===== src/rtl/shifter_lfsr_galois_stream_pkg.sv =====
// Shared types and the single-step Galois LFSR function for the shifter_lfsr_galois_stream slice.
package shifter_lfsr_pkg;

    typedef enum logic [1:0] {
        ST_IDLE = 2'd0,
        ST_RUN  = 2'd1,
        ST_LOCK = 2'd2
    } lfsr_state_e;

    localparam int LFSR_MAX_WIDTH = 64;

    // One Galois shift on a WIDTH-bit state carried in a 64-bit container; bits above width stay zero.
    function automatic logic [LFSR_MAX_WIDTH-1:0] lfsr_galois_step(
        input logic [LFSR_MAX_WIDTH-1:0] state,
        input logic [LFSR_MAX_WIDTH-1:0] taps,
        input int                        width
    );
        logic [LFSR_MAX_WIDTH-1:0] mask;
        logic [LFSR_MAX_WIDTH-1:0] shifted;
        logic [5:0]                msb;
        logic                      fb;
        mask    = (width >= LFSR_MAX_WIDTH) ? '1 : ((64'd1 << width) - 64'd1);
        msb     = 6'(width - 1);
        fb      = state[msb];
        shifted = (state << 1) ^ ({LFSR_MAX_WIDTH{fb}} & (taps | 64'd1));
        return shifted & mask;
    endfunction

endpackage


===== src/rtl/shifter_lfsr_galois_stream_if.sv =====
// Valid/ready output stream carrying the LFSR state from generator (master) to consumer (slave).
interface shifter_lfsr_galois_stream_if #(
    parameter int WIDTH = 16
);
    logic             o_valid;
    logic             i_ready;
    logic [WIDTH-1:0] o_data;

    modport master (output o_valid, output o_data, input i_ready);
    modport slave  (input o_valid, input o_data, output i_ready);
endinterface


===== src/rtl/shifter_lfsr_galois_step_n.sv =====
// Combinational STEPS-deep unrolled Galois LFSR advance; purely a function of state and taps.
module shifter_lfsr_galois_step_n
    import shifter_lfsr_pkg::*;
#(
    parameter int WIDTH = 16,
    parameter int STEPS = 1
) (
    input  logic [WIDTH-1:0] state,
    input  logic [WIDTH-1:0] taps,
    output logic [WIDTH-1:0] next_state
);

    logic [LFSR_MAX_WIDTH-1:0] acc;

    always_comb begin
        acc = LFSR_MAX_WIDTH'(state);
        for (int i = 0; i < STEPS; i++) begin
            acc = lfsr_galois_step(acc, LFSR_MAX_WIDTH'(taps), WIDTH);
        end
        next_state = acc[WIDTH-1:0];
    end

endmodule


===== src/rtl/shifter_lfsr_galois_stream.sv =====
// Galois LFSR stream generator with wrap/period measurement and zero-state lockup handling.
// Optional macro LFSR_LOCKUP_RECOVER_EN: a zero seed reloads all ones instead of parking in LOCK.
module shifter_lfsr_galois_stream
    import shifter_lfsr_pkg::*;
#(
    parameter int WIDTH     = 16,
    parameter int STEPS     = 1,
    parameter int CNT_WIDTH = 32
) (
    input  logic                          i_clk,
    input  logic                          i_rst,
    input  logic                          i_enable,
    input  logic                          i_seed_load,
    input  logic [WIDTH-1:0]              i_seed_data,
    input  logic [WIDTH-1:0]              i_taps,
    shifter_lfsr_galois_stream_if.master  bus,
    output logic                          o_wrap,
    output logic [CNT_WIDTH-1:0]          o_period,
    output logic                          o_period_valid,
    output logic                          o_lockup
);

    lfsr_state_e          fsm_q, fsm_d;
    logic [WIDTH-1:0]     lfsr_q, lfsr_d, ref_q, ref_d, lfsr_adv;
    logic [CNT_WIDTH-1:0] cnt_q, cnt_d, cnt_inc, period_q, period_d;
    logic                 valid_q, valid_d, wrap_q, wrap_d, pvalid_q, pvalid_d;
    logic                 accept;
    logic                 lockup_pulse_d;

    shifter_lfsr_galois_step_n #(
        .WIDTH (WIDTH),
        .STEPS (STEPS)
    ) u_step_n (
        .state      (lfsr_q),
        .taps       (i_taps),
        .next_state (lfsr_adv)
    );

    assign accept  = valid_q & bus.i_ready;
    // Saturate rather than wrap so an over-long period never reads as a short one.
    assign cnt_inc = (&cnt_q) ? cnt_q : cnt_q + 1'b1;

    always_comb begin
        // NOTE: every output of this block gets a default first so no path infers a latch.
        fsm_d          = fsm_q;
        lfsr_d         = lfsr_q;
        ref_d          = ref_q;
        cnt_d          = cnt_q;
        valid_d        = valid_q;
        wrap_d         = 1'b0;
        period_d       = period_q;
        pvalid_d       = pvalid_q;
        lockup_pulse_d = 1'b0;

        if (i_seed_load) begin
            cnt_d    = '0;
            pvalid_d = 1'b0;
            valid_d  = 1'b0;
            if (i_seed_data == '0) begin
`ifdef LFSR_LOCKUP_RECOVER_EN
                lfsr_d         = '1;
                ref_d          = '1;
                lockup_pulse_d = 1'b1;
                fsm_d          = i_enable ? ST_RUN : ST_IDLE;
`else
                lfsr_d = '0;
                ref_d  = '0;
                fsm_d  = ST_LOCK;
`endif
            end else begin
                lfsr_d = i_seed_data;
                ref_d  = i_seed_data;
                fsm_d  = i_enable ? ST_RUN : ST_IDLE;
            end
        end else begin
            unique case (fsm_q)
                ST_IDLE: begin
                    valid_d = 1'b0;
                    if (i_enable) begin
                        fsm_d   = ST_RUN;
                        valid_d = 1'b1;
                    end
                end
                ST_RUN: begin
                    if (accept) begin
                        lfsr_d = lfsr_adv;
                        if (lfsr_adv == ref_q) begin
                            wrap_d   = 1'b1;
                            period_d = cnt_inc;
                            pvalid_d = 1'b1;
                            cnt_d    = '0;
                        end else begin
                            cnt_d = cnt_inc;
                        end
                    end
                    // Drain: leave only once nothing is pending on the bus.
                    if (!i_enable && (accept || !valid_q)) begin
                        fsm_d   = ST_IDLE;
                        valid_d = 1'b0;
                    end else begin
                        valid_d = 1'b1;
                    end
                end
                ST_LOCK: valid_d = 1'b0;
                default: begin
                    fsm_d   = ST_IDLE;
                    valid_d = 1'b0;
                end
            endcase
        end
    end

    always_ff @(posedge i_clk) begin
        if (i_rst) begin
            fsm_q    <= ST_IDLE;
            lfsr_q   <= '1;
            ref_q    <= '1;
            cnt_q    <= '0;
            valid_q  <= 1'b0;
            wrap_q   <= 1'b0;
            period_q <= '0;
            pvalid_q <= 1'b0;
        end else begin
            // NOTE: sequential state uses non-blocking assignments so all registers update together.
            fsm_q    <= fsm_d;
            lfsr_q   <= lfsr_d;
            ref_q    <= ref_d;
            cnt_q    <= cnt_d;
            valid_q  <= valid_d;
            wrap_q   <= wrap_d;
            period_q <= period_d;
            pvalid_q <= pvalid_d;
        end
    end

`ifdef LFSR_LOCKUP_RECOVER_EN
    logic lockup_q;
    always_ff @(posedge i_clk) begin
        if (i_rst) lockup_q <= 1'b0;
        else       lockup_q <= lockup_pulse_d;
    end
    assign o_lockup = lockup_q;
`else
    logic unused_lockup_pulse;
    assign unused_lockup_pulse = lockup_pulse_d;
    assign o_lockup            = (fsm_q == ST_LOCK);
`endif

    assign bus.o_valid    = valid_q;
    assign bus.o_data     = lfsr_q;
    assign o_wrap         = wrap_q;
    assign o_period       = period_q;
    assign o_period_valid = pvalid_q;

endmodule


===== src/flat_wrapper.sv =====
// flat-port wrapper written by rule: the top's interface ports become plain ports
module shifter_lfsr_galois_stream_flat import shifter_lfsr_pkg::*;
#(
    parameter int WIDTH     = 16,
    parameter int STEPS     = 1,
    parameter int CNT_WIDTH = 32
)
  (i_clk, i_rst, i_enable, i_seed_load, i_seed_data, i_taps, o_wrap, o_period, o_period_valid, o_lockup, bus_o_valid, bus_o_data, bus_i_ready);
  shifter_lfsr_galois_stream_if #(.WIDTH(WIDTH)) bus_i ();
  input  logic i_clk;
  input  logic i_rst;
  input  logic i_enable;
  input  logic i_seed_load;
  input  logic [WIDTH-1:0] i_seed_data;
  input  logic [WIDTH-1:0] i_taps;
  output logic o_wrap;
  output logic [CNT_WIDTH-1:0] o_period;
  output logic o_period_valid;
  output logic o_lockup;
  output wire logic [$bits(bus_i.o_valid)-1:0] bus_o_valid;
  output wire logic [$bits(bus_i.o_data)-1:0] bus_o_data;
  input wire logic [$bits(bus_i.i_ready)-1:0] bus_i_ready;
  assign bus_o_valid = bus_i.o_valid;
  assign bus_o_data = bus_i.o_data;
  assign bus_i.i_ready = bus_i_ready;
  shifter_lfsr_galois_stream #(.WIDTH(WIDTH), .STEPS(STEPS), .CNT_WIDTH(CNT_WIDTH)) u_core (.i_clk(i_clk), .i_rst(i_rst), .i_enable(i_enable), .i_seed_load(i_seed_load), .i_seed_data(i_seed_data), .i_taps(i_taps), .bus(bus_i), .o_wrap(o_wrap), .o_period(o_period), .o_period_valid(o_period_valid), .o_lockup(o_lockup));
endmodule

===== config.mk =====
export PLATFORM = sky130hd
export DESIGN_NAME = shifter_lfsr_galois_stream_flat
export DESIGN_NICKNAME = d
export VERILOG_FILES = /design/src/rtl/shifter_lfsr_galois_stream_pkg.sv /design/src/rtl/shifter_lfsr_galois_stream_if.sv /design/src/rtl/shifter_lfsr_galois_step_n.sv /design/src/rtl/shifter_lfsr_galois_stream.sv /design/src/flat_wrapper.sv
export SDC_FILE = /design/constraint.sdc
export NUM_CORES = 1
export LEC_CHECK = 0
export ABC_CLOCK_PERIOD_IN_PS = 3170
export CAP_MARGIN = 20
export CORE_ASPECT_RATIO = 1.5
export CORE_MARGIN = 3
export CORE_UTILIZATION = 51
export DETAILED_ROUTE_END_ITERATION = 8
export MAX_ROUTING_LAYER = met4
export PLACE_DENSITY = 0.77
export RECOVER_POWER = 25
export SYNTH_ARGS = -nofsm -noshare
export SYNTH_HDL_FRONTEND = slang
export SYNTH_SLANG_ARGS = --single-unit

===== constraint.sdc =====
create_clock -name i_clk -period 3.17 [get_ports i_clk]
set_clock_uncertainty 0.2 [all_clocks]
set_input_delay 0.317 -clock i_clk [delete_from_list [all_inputs] [get_ports i_clk]]
set_output_delay 0.317 -clock i_clk [all_outputs]
set_load 0.05 [all_outputs]

Word level (Yosys, flattened, before mapping)
Cells that the tools add are included.
{"block": "op_classes", "n_reduce_logical": 16, "bitwise_logic": 6, "n_eq_ne": 6, "addsub": 1, "n_mux": 16}
{"op": "16-bit 2-to-1 mux", "count": 4}
{"op": "32-bit 2-to-1 mux", "count": 2}
{"op": "32-bit by 1-bit adder with 32-bit output (second input constant)", "count": 1}
{"op": "32-bit AND reduction", "count": 1}
{"op": "16-bit AND", "count": 1}
{"op": "16-bit == test", "count": 1}
{"op": "16-bit zero test", "count": 1}
{"op": "16-bit XOR", "count": 1}
{"op": "2-bit 2-to-1 mux", "count": 4}
{"op": "2-bit case mux with 3 select lines", "count": 1}
{"op": "3-bit AND reduction", "count": 2}
{"op": "1-bit 2-to-1 mux", "count": 4}
{"op": "2-bit AND reduction", "count": 2}
{"op": "4-bit AND reduction", "count": 1}
{"op": "2-bit nonzero test", "count": 2}
{"op": "4-bit OR reduction", "count": 1}
{"op": "3-bit by 2-bit inequality test with 1-bit output (second input constant)", "count": 1}
{"op": "3-bit inequality test (second input constant)", "count": 1}
{"op": "1-bit NOT", "count": 3}
{"op": "2-bit by 1-bit == test with 1-bit output (second input constant)", "count": 1}
{"op": "2-bit == test (second input constant)", "count": 1}
{"op": "1-bit zero test", "count": 2}
{"op": "2-bit zero test", "count": 1}
{"op": "2-bit inequality test (second input constant)", "count": 1}
{"op": "5 further kinds", "count": 5}
{"block": "word_totals", "register_bits": 101, "wordCells": 53, "out_inout_bits": 52, "input_bits": 37}

Logic depth before layout (Yosys ltp)
{"block": "logic_depth", "depth_word": 6, "ltp_mapped": 10}

Hierarchy
Synthesis repeated with hierarchy kept, for this count alone.
{"block": "unflattened", "cells_unflattened": 634, "area_unflattened_um2": 5086.1}
{"module": "shifter_lfsr_galois_stream", "cells_per_inst": 602, "area_per_inst_um2": 4879.7, "n_inst": 1}
{"module": "shifter_lfsr_galois_step_n", "cells_per_inst": 32, "area_per_inst_um2": 206.4, "n_inst": 1}

Least setup slack after synthesis
Ideal clock, no wire load.
{"block": "synth_path", "path_type": "register -> register", "startpoint": "register u_core.lfsr_q[11] (netlist: u_core.bus.o_data[11])", "endpoint": "register u_core.period_q[21] (netlist: u_core.o_period[21])", "path_slack_ps": 308, "t_arrival_ps": 2592, "path_stages_with_launch": 9, "path_buffers": 1, "path_cell_list": "dfxtp_1 xor2_1 mux2_1 o32a_1 nor4_4 nand4_2 clkbuf_1 or2_0 a21oi_1"}
{"block": "synth_via", "elab_chain_cells": 3}
{"element": "start: declaration", "line": "shifter_lfsr_galois_stream.sv:24", "text": "logic [WIDTH-1:0] lfsr_q, lfsr_d, ref_q, ref_d, lfsr_adv;"}
{"element": "start signal: assignment", "line": "shifter_lfsr_galois_stream.sv:126", "text": "lfsr_q <= lfsr_d;"}
{"element": "16-bit XOR", "line": "shifter_lfsr_galois_stream_pkg.sv:25", "text": "shifted = (state << 1) ^ ({LFSR_MAX_WIDTH{fb}} & (taps | 64'd1));"}
{"element": "16-bit == test", "line": "shifter_lfsr_galois_stream.sv:87", "text": "if (lfsr_adv == ref_q) begin"}
{"element": "4-bit AND reduction (no line)"}
{"element": "end signal: assignment", "line": "shifter_lfsr_galois_stream.sv:131", "text": "period_q <= period_d;"}
{"element": "end: declaration", "line": "shifter_lfsr_galois_stream.sv:25", "text": "logic [CNT_WIDTH-1:0] cnt_q, cnt_d, cnt_inc, period_q, period_d;"}
Every way passes these cells.
A chain may end at the register's enable or synchronous reset.

Final worst setup path
{"block": "layout_path", "startpoint": "input port bus_i_ready", "endpoint": "register u_core.lfsr_q[9] (netlist: u_core.bus.o_data[9])"}
{"block": "layout_via", "elab_chain_cells": 3}
{"element": "start: declaration", "line": "flat_wrapper.sv:22", "text": "input wire logic [$bits(bus_i.i_ready)-1:0] bus_i_ready;"}
{"element": "1-bit AND", "line": "shifter_lfsr_galois_stream.sv:39", "text": "assign accept = valid_q & bus.i_ready;"}
{"element": "2-bit nonzero test (no line)"}
{"element": "2-bit AND reduction (no line)"}
Every way passes these cells.

==> metrics.txt <==
dpl cell area approximately 0.0063 mm^2; cts bufs inserted 9; Clock transition at path regs ~0.070 ns; RePlAce Congestion between 0.9 and 1; drt wl/cell 17.04 um; Max Cap Viol 0; most common cell after layout, fill and taps aside dfxtp_1; Mapped Nets roughly 680; HP Class reg -> reg; first-pass GRT wire length around 23000 um; fin worst setup slack approximately 0.28 ns; Yosys warning count 0; CP Launch Point bus_i_ready; worst stage delay on the critical path between 0.8 and 0.9 ns; # Post-CTS Setup Buffers 0; Async SR Flop Fraction 0; sw power a little under 0.7 mW; Tightest Pin Transition about 1.3 ns; reg-to-reg endpoint u_core.bus.o_data[9]$_SDFFE_PP1P_; kind of critical path in -> reg; gr usage total 0.2577; number of flops mapped to enable cells by yosys 0; Clk pwr share 0.399; vias after detailed routing ~5000; Cell Area, Synth between 0.005 and 0.006 mm^2; Port Buffers 87; drt total wl 14440 um; status finished clean; post-synthesis sequential area ratio 0.3811; peak supply drop approximately 0.00032 V; # nets final ~760; CP Capture Type flip-flop; clock tree buffer depth 2; layout overhead on the synthesized area 25.02%; die height 130.9 um; gr ovfl total 0; Combinational Power Share 0.130; Die Area between 0.01 and 0.015 mm^2; Reg2Reg Setup Slack ~0.31 ns; Avg Cell Area, Syn around 8.2 um^2; CTS sink cnt roughly 100; slew margin rel. 0.1011; Final HPWL DP 10540 um; gate count of the mapped netlist roughly 650; Clock Latency Late Sink 0.34 ns; CTS tree built; Fin. Hold Viols 0; Period Utilization, post-route 0.9102; Slew Viols, Final 0; number of iterations in the first detailed-routing pass 4; Top FF cell, synth dfxtp_1; switching share of total power 0.2448; CTS Hold Bufs 0; critical path, cell by cell clkdlybuf4s50_1 -> nand4b_1 -> clkbuf_2 -> nand2_1 -> o211ai_1 -> o21ai_0 -> nand2b_1; initial antenna violation count 0; CORE AREA 0.01013 mm^2; vias per cell roughly 6; Max Freq ~350 MHz; via count of the first global-routing pass between 4000 and 5000; RSZ-0062 raised after global routing no; Worst EP arrival 2.97 ns; DRT iter0 DRCs between 150 and 200; setup TNS 0 ns; DRC Markers 0; Post-DRT Antenna Nets 0; # resized after CTS 0; largest net degree at the start of global routing 62; pre-CTS setup slack slightly above 0.2 ns; worst endpoint required time ~3.3 ns; Root Buffer clkbuf_16; # setup viols final 0; FP Rows 45; layout cells sized above 1 0.05479; I/O Pins just under 90; crit path launch type primary input; worst-case reg-to-reg path depth 6; Pint ~2.1 mW; P_leak around 2.7 nW; H-tree levels 3; fin area 0.006633 mm^2; Finished Core Util 0.6544; CP Capture Point u_core.bus.o_data[9]$_SDFFE_PP1P_; ant diodes 0; post-synth cell types 55; die width 89.28 um; Slowest-stage cell, CP clkbuf_2; most frequent cells in the layout dfxtp_1, nand2_1, clkdlybuf4s50_1; Tmin final slightly below 3 ns; sequential share of power 0.471; Synth Register Bits about 100; power density over cell area around 430 mW/mm^2; worst reg2reg startpoint u_core.fsm_q[1]$_SDFFE_PP0P_; Critical Path Fanout Max between 50 and 60; initial core utilization 0.5235; Hold Worst Slack approximately 0.25 ns
-- cells by family after synthesis --
kind of cell    after synthesis  synth area share
compound gates              124            0.1439
xor+xnor                     65            0.1264
fa+ha+maj                     1          0.002358
buf+inv                      57           0.04198
flops                       101            0.3811
mux                          20           0.03797
simple gates                278            0.2663
-- power by group through the flow --
| stage | sequential, mW | clock [mW] | combinational (mW) |
|---|---|---|---|
| after floorplan | 1.41 | 0 | 0.184 |
| after global placement | 1.36 | 0 | 0.363 |
| after detailed placement | 1.36 | 0 | 0.368 |
| after CTS | 1.33 | 1.16 | 0.370 |
| after global routing | 1.34 | 1.20 | 0.395 |
| final | 1.33 | 1.13 | 0.367 |
-- synth_stat cells (2+ instances only) --
master / instances / area, um^2
nor2b_1: 6 / 37.54
dfxtp_1: 101 / 2022
a31oi_1: 12 / 75.07
a41oi_1: 2 / 17.52
o2111ai_1: 3 / 26.28
a211oi_1: 4 / 30.03
nor3_1: 26 / 130.1
xnor2_1: 28 / 245.2
clkbuf_1: 30 / 112.6
xor3_1: 4 / 95.09
nand4_1: 16 / 100.1
nor3b_1: 2 / 15.01
nand2_1: 68 / 255.2
inv_1: 19 / 71.32
buf_1: 3 / 11.26
o31ai_1: 4 / 30.03
nand3_1: 24 / 120.1
o21ai_0: 28 / 140.1
mux2i_1: 19 / 190.2
a21o_1: 2 / 15.01
a211o_1: 3 / 26.28
buf_2: 4 / 20.02
or2_0: 3 / 18.77
xnor3_1: 3 / 67.56
and4_1: 3 / 26.28
and2_1: 8 / 50.05
nor4_1: 11 / 68.82
nand3b_1: 7 / 52.55
o21bai_1: 5 / 37.54
xor2_1: 30 / 262.8
a21oi_1: 44 / 220.2
nand2b_1: 12 / 75.07
o211ai_1: 8 / 60.06
or2_2: 2 / 12.51
nor2_1: 60 / 225.2
or4_1: 8 / 60.06
and3_1: 14 / 87.58
or3_1: 3 / 18.77
-- final cells by class --
| type | instances | area, um^2 |
|---|---|---|
| fillers | 863 | 3502 |
| multi-input cells | 488 | 3065 |
| flip-flops and latches | 101 | 2022 |
| repair buffers | 106 | 1015 |
| clock buffers | 13 | 270.3 |
| well taps | 117 | 146.4 |
| inverters | 19 | 71.32 |
| clock inverters | 3 | 42.54 |
-- critical path: cells and delay by family --
family	cells	cell delay (ns)
buffers and inverters	2	1.27
AND/OR/NAND/NOR	3	0.86
AO/OA/AOI/OAI	2	0.50
-- metrics by stage --
step / instances / total power [mW]
4_1_cts: 847 / 2.865
2_1_floorplan: 646 / 1.591
6_report: 847 / 2.834
3_3_place_gp: 831 / 1.724
3_5_place_dp: 831 / 1.730
5_1_grt: 847 / 2.935
-- registers in the layout (all words and copies together), names as in the netlist --
register,cells
u_core.o_wrap,1
u_core.fsm_q,2
u_core.ref_q,16
u_core.o_period,32
u_core.bus.o_data,16
u_core.o_period_valid,1
u_core.cnt_q,32
u_core.bus.o_valid,1
-- per-layer routing --
| metal | up-vias | track usage | routed length (um) |
|---|---|---|---|
| met2 | 119 | 0.4642 | 7865 |
| li1 | 2437 | - | - |
| met4 | 0 | 0.1017 | 338 |
| met1 | 2390 | 0.2790 | 5646 |
| met5 | - | - | 0 |
| met3 | 23 | 0.03701 | 586 |
-- worst min path at each step --
| stage | slack [ns] | to | depth (start not counted) | start |
|---|---|---|---|---|
| finish | 0.25 | u_core.o_period[17]$_SDFFE_PP0P_ | 2 | u_core.o_period[17]$_SDFFE_PP0P_ |
| global route | 0.28 | u_core.o_period[9]$_SDFFE_PP0P_ | 2 | u_core.o_period[9]$_SDFFE_PP0P_ |
| CTS | 0.25 | u_core.o_period[17]$_SDFFE_PP0P_ | 2 | u_core.o_period[17]$_SDFFE_PP0P_ |
| detailed placement | 0.24 | u_core.o_period[17]$_SDFFE_PP0P_ | 2 | u_core.o_period[17]$_SDFFE_PP0P_ |
| global placement | 0.24 | u_core.o_period[9]$_SDFFE_PP0P_ | 2 | u_core.o_period[9]$_SDFFE_PP0P_ |
| floorplan | 0.23 | u_core.ref_q[10]$_SDFFE_PP1P_ | 2 | u_core.ref_q[10]$_SDFFE_PP1P_ |
(Power assumes the default switching activity.)
